$ cat config.mk
export PLATFORM = sky130hd
export DESIGN_NAME = mobile_transmitter
export DESIGN_NICKNAME = d
export VERILOG_FILES = /design/src/rtl/mobile_tx_pkg.sv /design/src/rtl/tx_fifo.sv /design/src/rtl/mobile_transmitter.sv
export SDC_FILE = /design/constraint.sdc
export NUM_CORES = 1
export LEC_CHECK = 0
export ABC_AREA = 1
export ABC_CLOCK_PERIOD_IN_PS = 2600
export BUFFER_PORTS_ARGS = -buffer_cell sky130_fd_sc_hd__buf_2
export CORE_UTILIZATION = 33
export DETAILED_ROUTE_END_ITERATION = 8
export SETUP_SLACK_MARGIN = 0.3
export SLEW_MARGIN = 20
export SYNTH_ARGS = -nofsm -noshare
export SYNTH_HDL_FRONTEND = slang
export SYNTH_SLANG_ARGS = --single-unit
$ cat constraint.sdc
create_clock -name clk -period 2.6 [get_ports clk]
set_input_delay 0.26 -clock clk [delete_from_list [all_inputs] [get_ports clk]]
set_output_delay 0.26 -clock clk [all_outputs]
set_load 0.1 [all_outputs]
$ cat src/rtl/mobile_tx_pkg.sv
// ============================================================================
//  Module      : mobile_tx_pkg
//  Description : Shared types and constants for the mobile transmitter:
//                handshake FSM state encoding, error bit indices and
//                default FIFO depth / handshake timeout.
//  Revision    : 1.0 - initial release
// ============================================================================
`default_nettype none

package mobile_tx_pkg;

    // Handshake FSM states; each byte walks SETUP -> REQ -> REL.
    typedef enum logic [2:0] {
        IDLE     = 3'd0,
        SETUP_HI = 3'd1,
        REQ_HI   = 3'd2,
        REL_HI   = 3'd3,
        SETUP_LO = 3'd4,
        REQ_LO   = 3'd5,
        REL_LO   = 3'd6
    } tx_state_t;

    // Bit positions inside the sticky error register.
    localparam int ERR_TIMEOUT = 0;
    localparam int ERR_OVF     = 1;

    // Default build parameters.
    localparam int DEFAULT_DEPTH   = 4;
    localparam int DEFAULT_TIMEOUT = 65535;

endpackage : mobile_tx_pkg

`default_nettype wire

$ cat src/rtl/tx_fifo.sv
// ============================================================================
//  Module      : tx_fifo
//  Description : Small synchronous FIFO with first-word-fall-through read
//                data, registered full/empty flags and an occupancy count.
//                Writes while full and reads while empty are ignored.
//  Revision    : 1.0 - initial release
// ============================================================================
`default_nettype none

module tx_fifo #(
    parameter int DEPTH = 4,
    parameter int WIDTH = 16
) (
    input  logic                       clk,
    input  logic                       rst,
    input  logic                       wr_en,
    input  logic [WIDTH-1:0]           wr_data,
    input  logic                       rd_en,
    output logic [WIDTH-1:0]           rd_data,
    output logic                       full,
    output logic                       empty,
    output logic [$clog2(DEPTH):0]     count
);

    localparam int AW = $clog2(DEPTH);
    localparam logic [AW:0] FULL_COUNT = (AW+1)'(DEPTH);

    logic [WIDTH-1:0] mem [DEPTH];
    logic [AW-1:0]    wr_ptr;
    logic [AW-1:0]    rd_ptr;
    logic [AW:0]      count_next;
    logic             wr_ok;
    logic             rd_ok;

    // Qualify requests against the flags as they stand before the edge.
    assign wr_ok   = wr_en && !full;
    assign rd_ok   = rd_en && !empty;
    assign rd_data = mem[rd_ptr];

    // Next occupancy; a simultaneous push and pop leaves it unchanged.
    always_comb begin
        count_next = count;
        case ({wr_ok, rd_ok})
            2'b10:   count_next = count + 1'b1;
            2'b01:   count_next = count - 1'b1;
            default: count_next = count;
        endcase
    end

    // Storage array; contents need no reset because pointers define validity.
    always_ff @(posedge clk) begin
        if (wr_ok) begin
            mem[wr_ptr] <= wr_data;
        end
    end

    // Pointers, count and registered flags; pointers wrap as DEPTH is 2^n.
    always_ff @(posedge clk or negedge rst) begin
        if (!rst) begin
            wr_ptr <= '0;
            rd_ptr <= '0;
            count  <= '0;
            full   <= 1'b0;
            empty  <= 1'b1;
        end else begin
            if (wr_ok) wr_ptr <= wr_ptr + 1'b1;
            if (rd_ok) rd_ptr <= rd_ptr + 1'b1;
            count <= count_next;
            full  <= (count_next == FULL_COUNT);
            empty <= (count_next == '0);
        end
    end

endmodule : tx_fifo

`default_nettype wire

$ cat src/rtl/mobile_transmitter.sv
// ============================================================================
//  Module      : mobile_transmitter
//  Description : Sends CPU-written 16-bit words to the phone interface as two
//                bytes (high first) over an 8-bit bus with a four-phase
//                req/ack handshake. Words are buffered in a small FIFO; every
//                handshake wait is bounded by a timeout.
//  Revision    : 1.0 - initial release
// ============================================================================
`default_nettype none

module mobile_transmitter
    import mobile_tx_pkg::*;
#(
    parameter int DEPTH   = DEFAULT_DEPTH,
    parameter int TIMEOUT = DEFAULT_TIMEOUT
) (
    input  logic        clk,
    input  logic        rst,
    input  logic        wr_en,
    input  logic [15:0] wr_data,
    input  logic        err_clr,
    input  logic        tx_ack,
    output logic [7:0]  tx_data,
    output logic        tx_req,
    output logic        full,
    output logic        empty,
    output logic        busy,
    output logic [1:0]  err
);

    localparam int TW = $clog2(TIMEOUT + 1);
    localparam logic [TW-1:0] TIMER_LAST = TW'(TIMEOUT - 1);

    tx_state_t              state;
    tx_state_t              state_next;
    logic                   ack_meta;
    logic                   ack_s;
    logic [TW-1:0]          timer;
    logic [7:0]             word_lo;
    logic [15:0]            fifo_rd_data;
    logic [$clog2(DEPTH):0] fifo_count;
    logic                   have_word;
    logic                   pop;
    logic                   load_hi;
    logic                   load_lo;
    logic                   timeout_evt;
    logic                   expired;
    logic [1:0]             err_set;

    tx_fifo #(
        .DEPTH   (DEPTH),
        .WIDTH   (16)
    ) u_fifo (
        .clk     (clk),
        .rst     (rst),
        .wr_en   (wr_en),
        .wr_data (wr_data),
        .rd_en   (pop),
        .rd_data (fifo_rd_data),
        .full    (full),
        .empty   (empty),
        .count   (fifo_count)
    );

    assign have_word = (fifo_count != '0);
    assign expired   = (timer == TIMER_LAST);

    // Two-flop synchroniser for the peer's asynchronous acknowledge.
    always_ff @(posedge clk or negedge rst) begin
        if (!rst) begin
            ack_meta <= 1'b0;
            ack_s    <= 1'b0;
        end else begin
            ack_meta <= tx_ack;
            ack_s    <= ack_meta;
        end
    end

    // FSM state register.
    always_ff @(posedge clk or negedge rst) begin
        if (!rst) begin
            state <= IDLE;
        end else begin
            state <= state_next;
        end
    end

    // Next-state and control decode; a completed handshake beats the timeout.
    always_comb begin
        state_next  = state;
        pop         = 1'b0;
        load_hi     = 1'b0;
        load_lo     = 1'b0;
        timeout_evt = 1'b0;
        case (state)
            IDLE: begin
                // A peer still holding ack must release it before a new word.
                if (have_word && !ack_s) begin
                    pop        = 1'b1;
                    load_hi    = 1'b1;
                    state_next = SETUP_HI;
                end
            end
            SETUP_HI: state_next = REQ_HI;
            REQ_HI: begin
                if (ack_s) begin
                    state_next = REL_HI;
                end else if (expired) begin
                    timeout_evt = 1'b1;
                    state_next  = IDLE;
                end
            end
            REL_HI: begin
                if (!ack_s) begin
                    load_lo    = 1'b1;
                    state_next = SETUP_LO;
                end else if (expired) begin
                    timeout_evt = 1'b1;
                    state_next  = IDLE;
                end
            end
            SETUP_LO: state_next = REQ_LO;
            REQ_LO: begin
                if (ack_s) begin
                    state_next = REL_LO;
                end else if (expired) begin
                    timeout_evt = 1'b1;
                    state_next  = IDLE;
                end
            end
            REL_LO: begin
                if (!ack_s) begin
                    state_next = IDLE;
                end else if (expired) begin
                    timeout_evt = 1'b1;
                    state_next  = IDLE;
                end
            end
            default: state_next = IDLE;
        endcase
    end

    // Per-state dwell counter; restarts on every state change.
    always_ff @(posedge clk or negedge rst) begin
        if (!rst) begin
            timer <= '0;
        end else if (state_next != state || state == IDLE) begin
            timer <= '0;
        end else begin
            timer <= timer + 1'b1;
        end
    end

    // Byte lane: high byte on pop, low byte once the high handshake closes.
    always_ff @(posedge clk or negedge rst) begin
        if (!rst) begin
            tx_data <= '0;
            word_lo <= '0;
        end else if (load_hi) begin
            tx_data <= fifo_rd_data[15:8];
            word_lo <= fifo_rd_data[7:0];
        end else if (load_lo) begin
            tx_data <= word_lo;
        end
    end

    // Registered request and busy, decoded from the upcoming state.
    always_ff @(posedge clk or negedge rst) begin
        if (!rst) begin
            tx_req <= 1'b0;
            busy   <= 1'b0;
        end else begin
            tx_req <= (state_next == REQ_HI) || (state_next == REQ_LO);
            busy   <= (state_next != IDLE);
        end
    end

    // Error events raised this cycle.
    always_comb begin
        err_set              = '0;
        err_set[ERR_TIMEOUT] = timeout_evt;
        err_set[ERR_OVF]     = wr_en && full;
    end

    // Sticky error register; a new event wins over a simultaneous clear.
    always_ff @(posedge clk or negedge rst) begin
        if (!rst) begin
            err <= '0;
        end else begin
            err <= (err & ~{2{err_clr}}) | err_set;
        end
    end

endmodule : mobile_transmitter

`default_nettype wire

==> impl_metrics.csv, run 1 <==
group,metric,value,unit
placement,hpwlAfterDp,6435,um
layout,n_antenna_cell,0,
route,vias,3362,
power_and_ir_drop,total_power,7.761,mW
yosys,syn_area,4957,um^2
global_route,gr-total-overflow,0,
timing,fin_ws,0.3910,ns
yosys,synth_edf_count,64,
yosys,yosysUniqueCellTypes,40,
floorplan,rows,44,
floorplan,initial_core_util,33.98,%
route,ant_nets,0,
layout,fin_nets,528,
timing,max_freq,0.4527,GHz
worst_hold_path,hold_class,"primary input to flip-flop",
worst_setup_path,crit_type,"flip-flop to flip-flop",
yosys,ys_ff_latch,114,
yosys,syn_area_per_cell,11.45,um^2
yosys,syn_inst,433,
yosys,synthFlopType,"edfxtp_1",
layout,final_util,41.89,%
layout,n_fill_cell,1351,
layout,regArea,3181,um^2
clocking,clock_path_buffers,2,
yosys,synth-async-reset-ratio,43.86,%
clocking,cts.htree.levels,4,
layout,final_area,6111,um^2
power_and_ir_drop,p_leak,2.477,nW
timing,rsz0062_at_grt,"true",
worst_setup_path,arrival,2.55,ns
power_and_ir_drop,p_clk_share,29.3,%
placement,gp_congestion,0.8507,
floorplan,core_area,14590,um^2
power_and_ir_drop,pwr-share-comb,37.5,%
timing,hold_violations,0,
floorplan,dieArea,15520,um^2
yosys,synthesis.nets,462,
floorplan,die_h,124.6,um
power_and_ir_drop,power_frac_seq,33.1,%
timing,period_needed,2.209,ns
route,drt-met1-wl,4728,um
clocking,cts_root_buf,"clkbuf_16",
layout,drive_gt1_share,27.15,%
placement,portBuffers,34,
timing,finClkSkew,0.007489,ns
power_and_ir_drop,ir_worst_vdd,872.8,uV
clocking,cts_sinks,114,
worst_setup_path,crit_path_end_kind,"flip-flop",
layout,area_growth,23.27,%
worst_setup_path,cp.required,2.94,ns
timing,fin_tns_setup,0,ns
yosys,yosysTopAreaCellShare,38.77,%
floorplan,ioPinCount,35,
clocking,cts_buffers,17,
route,routed_wl,10740,um
yosys,ys_seq_area_share,64.03,%
route,wl_per_cell,15.44,um
clocking,clkLatencyLatePin,0.41,ns
yosys,synth_top_area_cell,"edfxtp_1",
route,met2_length,5320,um
timing,worst_pin_slew,0.8798,ns
route,dr.first_iter.drc_count,178,
clocking,cts_tree,"done",
status,status,"completed",
global_route,grt_antenna_before_repair,0,
worst_setup_path,start_kind,"flip-flop",
power_and_ir_drop,switching_share,40.95,%
placement,placed_area,5329,um^2
yosys,yosys_warnings,0,
route,drc,0,
power_and_ir_drop,p_int,4.583,mW
global_route,grt_max_degree,40,
power_and_ir_drop,p_per_area,1270,nW/um^2
timing,relSlewSlack,41.35,%
global_route,grt_pass1_vias,3367,
power_and_ir_drop,switching_power,3.178,mW
clocking,path_clk_slew,0.06,ns
timing,drv_slew,0,
timing,setup-violations-final,0,
route,top_layer_used,"met4",
route,wl_met3,546,um
route,first_pass_iters,5,
global_route,grt_usage,14.26,%
run,maxCapViolations,0,
global_route,grt_pass1_wl,16990,um
placement,place_ws,0.1353,ns
yosys,synthTopCellsByArea,"edfxtp_1 (39%), dfrtp_1 (25%), nand2_1 (5.6%), inv_1 (2.7%), nor2_1 (2.6%)",
floorplan,die_width,124.6,um
timing,min_period_over_period,84.96,%
layout,multi_input_area,1556,um^2
route,via_per_inst,4.830,
worst_setup_path,cp_max_fo,5,
## state kept, by name, indices dropped and copies added (netlist names), 2 cells and up
signal         count
err                2
state              3
timer             16
tx_data            8
u_fifo.count       3
u_fifo.mem        64
u_fifo.rd_ptr      2
u_fifo.wr_ptr      2
word_lo            8
## metrics by stage
step	cells	hold WS, ns
6_report	696	0.05732
3_3_place_gp	645	0.3741
3_5_place_dp	645	0.3870
5_1_grt	696	0.05155
2_1_floorplan	433	-0.03559
4_1_cts	683	0.04725
## cell type report
class	instances	area share, %
tap	184	3.767
sequential	114	52.05
clock buffer	18	7.023
multi-input combinational	263	25.47
clock inverter	14	2.559
inverter	42	2.948
timing repair buffer	61	6.183
## cell usage after synthesis (8+ instances only)
cell type	n
dfrtp_1	49
o21ai_0	14
nor2_1	34
a31oi_1	8
edfxtp_1	64
a21oi_1	25
nand2_1	74
nand3_1	23
nor3_2	12
a221o_1	8
xor2_1	14
inv_1	35
## worst max-delay path, stage by stage (launching register included)
cell	delay, ns
dfrtp_2	0.45
inv_4	0.09
nand2_4	0.06
nor2_8	0.15
clkinv_8	0.06
nor2_4	0.13
ha_2	0.18
inv_2	0.05
fa_2	0.53
o21ai_1	0.08
or2_4	0.26
nor2_1	0.09
## timing repair
item / 4_1_cts / 5_1_grt
gates resized for setup: 9 / 13
setup endpoints to repair: 3 / 3
pin swaps: 0 / 6
hold endpoints to repair: 4 / 0
setup buffers: 4 / 13
hold buffers: 2 / 0
## kinds of logic (layout without fill, tap and decap cells)
family | Yosys count | in the layout | share of synthesized area, %
and+or+nand+nor | 176 | 176 | 18.15
DFF | 114 | 114 | 64.03
AOI/OAI and AO/OA | 61 | 61 | 7.370
buffers and inverters | 56 | 135 | 5.098
xor gates and xnor gates | 18 | 18 | 3.180
adders and majority gates | 8 | 8 | 2.171
## metal layers
| layer | up-vias | GRT usage [%] |
|---|---|---|
| met5 | - | 0 |
| li1 | 1622 | - |
| met3 | 16 | 3.823 |
| met2 | 83 | 23.11 |
| met1 | 1641 | 17.77 |
| met4 | 0 | 6.378 |
## path summary, 6_finish.rpt
kind / depth (start not counted) / start / to / slack [ns]
worst min register to register: 0 / ack_meta / ack_s / 0.40
worst max register to register: 11 / ack_s / u_fifo.full / 0.39
worst min-delay path: 1 / wr_data[11] / u_fifo.mem[3][11] / 0.06
worst max-delay path: 11 / ack_s / u_fifo.full / 0.39
max in group asynchronous: 3 / rst / tx_data[3] / 1.37
min in group asynchronous: 2 / rst / busy / 0.51
## cells in the final DEF, fill, tap and decap left out, types with 5 or more instances in the layout
cell / instances
xor2_1: 14
nor2_1: 34
inv_1: 32
clkbuf_16: 17
nand3_1: 22
edfxtp_1: 64
dfrtp_2: 5
nand2_1: 74
buf_4: 25
nand4_1: 7
nor3_2: 12
a21oi_1: 24
dfrtp_1: 44
a221o_1: 8
o21ai_0: 12
buf_2: 34
a31oi_1: 8
ha_1: 6
nand2_2: 6
nor3_1: 7
## power groups by stage
| stage | clock network, mW | registers, mW | logic [mW] |
|---|---|---|---|
| finish | 2.28 | 2.57 | 2.91 |
| global route | 2.40 | 2.61 | 3.18 |
| CTS | 2.32 | 2.57 | 2.79 |
| detailed placement | 0 | 2.61 | 2.70 |
| global placement | 0 | 2.60 | 2.61 |
| floorplan | 0 | 3.19 | 1.57 |
No activity file was read; power rests on OpenSTA's default activity.
==> run 2: changes to the inputs <==
--- a/config.mk
+++ b/config.mk
@@ -5,8 +5,8 @@
 export SDC_FILE = /design/constraint.sdc
 export NUM_CORES = 1
 export LEC_CHECK = 0
-export ABC_AREA = 1
-export ABC_CLOCK_PERIOD_IN_PS = 2600
+export ABC_AREA = 0
+export ABC_CLOCK_PERIOD_IN_PS = 2000
 export BUFFER_PORTS_ARGS = -buffer_cell sky130_fd_sc_hd__buf_2
 export CORE_UTILIZATION = 33
 export DETAILED_ROUTE_END_ITERATION = 8
==> constraint.sdc (replaced) <==
create_clock -name clk -period 2 [get_ports clk]
set_input_delay 0.2 -clock clk [delete_from_list [all_inputs] [get_ports clk]]
set_output_delay 0.2 -clock clk [all_outputs]
set_load 0.1 [all_outputs]
==> run 2 against run 1 <==
  * The run now ends with negative setup slack left
  * Worst setup slack got worse by 0.68 ns
  * Largest power group unchanged
  * Clock power up 26%
  * Sequential power grew 30%
  * Sequential cell count did not move
  * Routed wire length fell by 14%
  * First-iteration DRC count fell by 15%
  * Via count decreased by 16%
  * Sequential share of layout area shrank 2.6 points
==> impl_metrics.csv, run 2 <==
group,metric,value,unit
status,status,"complete, but fails checks",
status,violations,"negative setup slack",
route,routed_wl,9230,um
timing,min_period_over_period,114.2,%
worst_hold_path,hold_class,"primary input to flip-flop",
layout,largest_register_ffs,64,
timing,setup-violations-final,11,
power_and_ir_drop,ir_worst_vdd,1039,uV
worst_setup_path,cp.required,2.33,ns
layout,top_register,"u_fifo.mem",
yosys,synthXorXnorAreaFrac,3.123,%
global_route,grt_antenna_before_repair,0,
clocking,cts_tree,"done",
timing,rsz0062_at_grt,"true",
layout,regArea,3177,um^2
clocking,cts_buffers,17,
floorplan,die_width,122.2,um
layout,multi_input_area,1708,um^2
floorplan,ioPinCount,35,
yosys,syn_area_per_cell,15.73,um^2
layout,final_area,6425,um^2
floorplan,initial_core_util,34.08,%
floorplan,rows,43,
yosys,yosysTopAreaCellShare,40.31,%
global_route,grt_pass1_vias,2883,
placement,place_ws,-0.3799,ns
placement,hpwlAfterDp,5650,um
timing,max_freq,0.4378,GHz
placement,gp_congestion,0.7904,
layout,fin_nets,428,
clocking,clock_path_buffers,2,
clocking,cts_root_buf,"clkbuf_16",
route,vias,2835,
timing,fin_ws,-0.2843,ns
yosys,synthesis.nets,332,
placement,placed_area,5454,um^2
route,ant_nets,0,
layout,final_common_cell,"edfxtp_1",
worst_setup_path,worst-r2r-cell-count,9,
layout,largest_registers,"u_fifo.mem x64, timer x16",
yosys,ys_top_cells_by_count,"edfxtp_1 (64), dfrtp_1 (49), mux2_2 (21)",
yosys,synthFlopType,"edfxtp_1",
yosys,syn_inst,303,
worst_setup_path,crit_type,"flip-flop to flip-flop",
worst_setup_path,reg2reg_from,"ack_s",
yosys,syn_area,4767,um^2
placement,portBuffers,34,
global_route,grt_max_degree,26,
yosys,yosysMostFrequentCell,"edfxtp_1",
run,maxCapViolations,0,
layout,instances_no_fill,592,
power_and_ir_drop,p_leak,2.543,nW
timing,hold_violations,0,
floorplan,dieArea,14930,um^2
route,drc,0,
worst_setup_path,start_kind,"flip-flop",
clocking,path_clk_slew,0.05,ns
layout,final_cell_mix,"edfxtp_1 (64), dfrtp_1 (47), buf_2 (34)",
route,dr.first_iter.drc_count,152,
layout,n_antenna_cell,0,
yosys,yosysUniqueCellTypes,49,
yosys,synth_edf_count,64,
placement,dp_cells,530,
clocking,clkLatencyLatePin,0.40,ns
yosys,synth_fa_ha_area_share,2.257,%
route,first_pass_iters,4,
yosys,ys_ff_latch,114,
yosys,synth_compound_area_share,4.173,%
power_and_ir_drop,p_per_area,1532,nW/um^2
global_route,grt_pass1_wl,14970,um
layout,n_fill_cell,1218,
timing,relSlewSlack,67.00,%
layout,drive_gt1_share,43.45,%
worst_setup_path,arrival,2.62,ns
timing,worst_pin_slew,0.4984,ns
worst_setup_path,crit_path_end_kind,"flip-flop",
worst_setup_path,cp_max_fo,3,
route,via_per_inst,4.789,
yosys,synth_top_family_by_area,"multiplexers",
floorplan,die_h,122.2,um
worst_setup_path,r2r_end,"u_fifo.full",
yosys,synthTopCellsByArea,"edfxtp_1 (40%), dfrtp_1 (26%), mux4_2 (7.6%), mux2_2 (5.0%), ha_1 (1.8%)",
worst_hold_path,worstHoldStart,"wr_data[15]",
clocking,cts_sinks,114,
global_route,gr-total-overflow,0,
route,wl_per_cell,15.59,um
worst_hold_path,hold_path_end,"u_fifo.mem[2][15]",
yosys,yosys.area_share.simple,8.189,%
timing,fin_tns_setup,-1.146,ns
timing,period_needed,2.284,ns
worst_setup_path,reg2reg_slack,-0.28,ns
layout,final_util,45.93,%
yosys,yosys_warnings,0,
floorplan,core_area,13990,um^2
clocking,cts.htree.levels,4,
layout,area_growth,34.78,%
worst_hold_path,hold-path-cell-count,1,
yosys,synth_top_area_cell,"edfxtp_1",
global_route,grt_usage,13.72,%
power_and_ir_drop,total_power,9.844,mW
yosys,muxShareOfSynthArea,13.39,%
timing,timing.hold.ws,0.01707,ns
yosys,ys_seq_area_share,66.59,%
timing,drv_slew,0,
timing,finClkSkew,0.005371,ns
yosys,synth-async-reset-ratio,43.86,%
run 2: cell count changes after synthesis, sizes merged, moves of 12 or more:
cell / previous run / this run
a21oi: 25 / 5
mux2: 0 / 22
nand2: 82 / 9
nor2: 39 / 19
nor3: 19 / 7
nand3: 26 / 8
mux4: 0 / 16
inv: 41 / 13
run 2: timing repair:
| action | 4_1_cts | 5_1_grt |
|---|---|---|
| setup endpoints to repair | 40 | 44 |
| setup buffers | 11 | 5 |
| resized for setup | 19 | 14 |
| hold buffers | 13 | 0 |
| pin swaps | 18 | 13 |
| endpoints found under the hold margin | 90 | 0 |
| cloned | 1 | 0 |
run 2: worst max-delay path by stage:
| stage | startpoint | endpoint | slack [ns] | cells past startpoint |
|---|---|---|---|---|
| 6_report | ack_s | u_fifo.full | -0.28 | 9 |
| 5_1_grt | ack_s | u_fifo.full | -0.40 | 9 |
| 4_1_cts | ack_s | u_fifo.full | -0.29 | 9 |
| 3_5_place_dp | ack_s | u_fifo.full | -0.38 | 9 |
| 3_3_place_gp | ack_s | u_fifo.full | -0.33 | 9 |
| 2_1_floorplan | state[1] | u_fifo.full | -0.38 | 9 |
run 2: routing by layer:
layer,up-vias,GRT usage (%),wire (um)
met5,-,0,0
met4,0,4.116,64
met3,13,5.056,352
met2,59,21.54,4519
met1,1430,17.68,4294
li1,1333,-,-
run 2: kinds of logic (layout without fill, tap and decap cells):
group | Yosys count | after routing
flip-flops | 114 | 114
AND/OR/NAND/NOR | 70 | 70
multiplexers | 41 | 41
AO/OA/AOI/OAI | 29 | 30
buffers and inverters | 24 | 132
XOR/XNOR | 17 | 17
adder cells (fa/ha/maj) | 8 | 8
run 2: critical path, stage by stage, from the launching register on:
cell	delay, ns
dfrtp_1	0.37
or4_4	0.55
nor3_4	0.17
ha_4	0.16
inv_2	0.03
fa_2	0.33
xor2_1	0.14
nor2_1	0.11
xor2_1	0.21
nor2b_1	0.15
run 2: cell type report:
class,instances,area share [%]
inverter,13,0.7595
multi-input combinational,166,26.58
timing repair buffer,87,10.89
tap,180,3.505
clock buffer,17,6.621
sequential,114,49.45
clock inverter,15,2.201
run 2: report_power, final:
group | switching [mW] | leakage (nW) | internal [mW] | total [mW]
registers | 0.263 | 1.21 | 3.09 | 3.35
logic | 2.11 | 1.06 | 1.52 | 3.63
clock network | 1.05 | 0.274 | 1.82 | 2.87
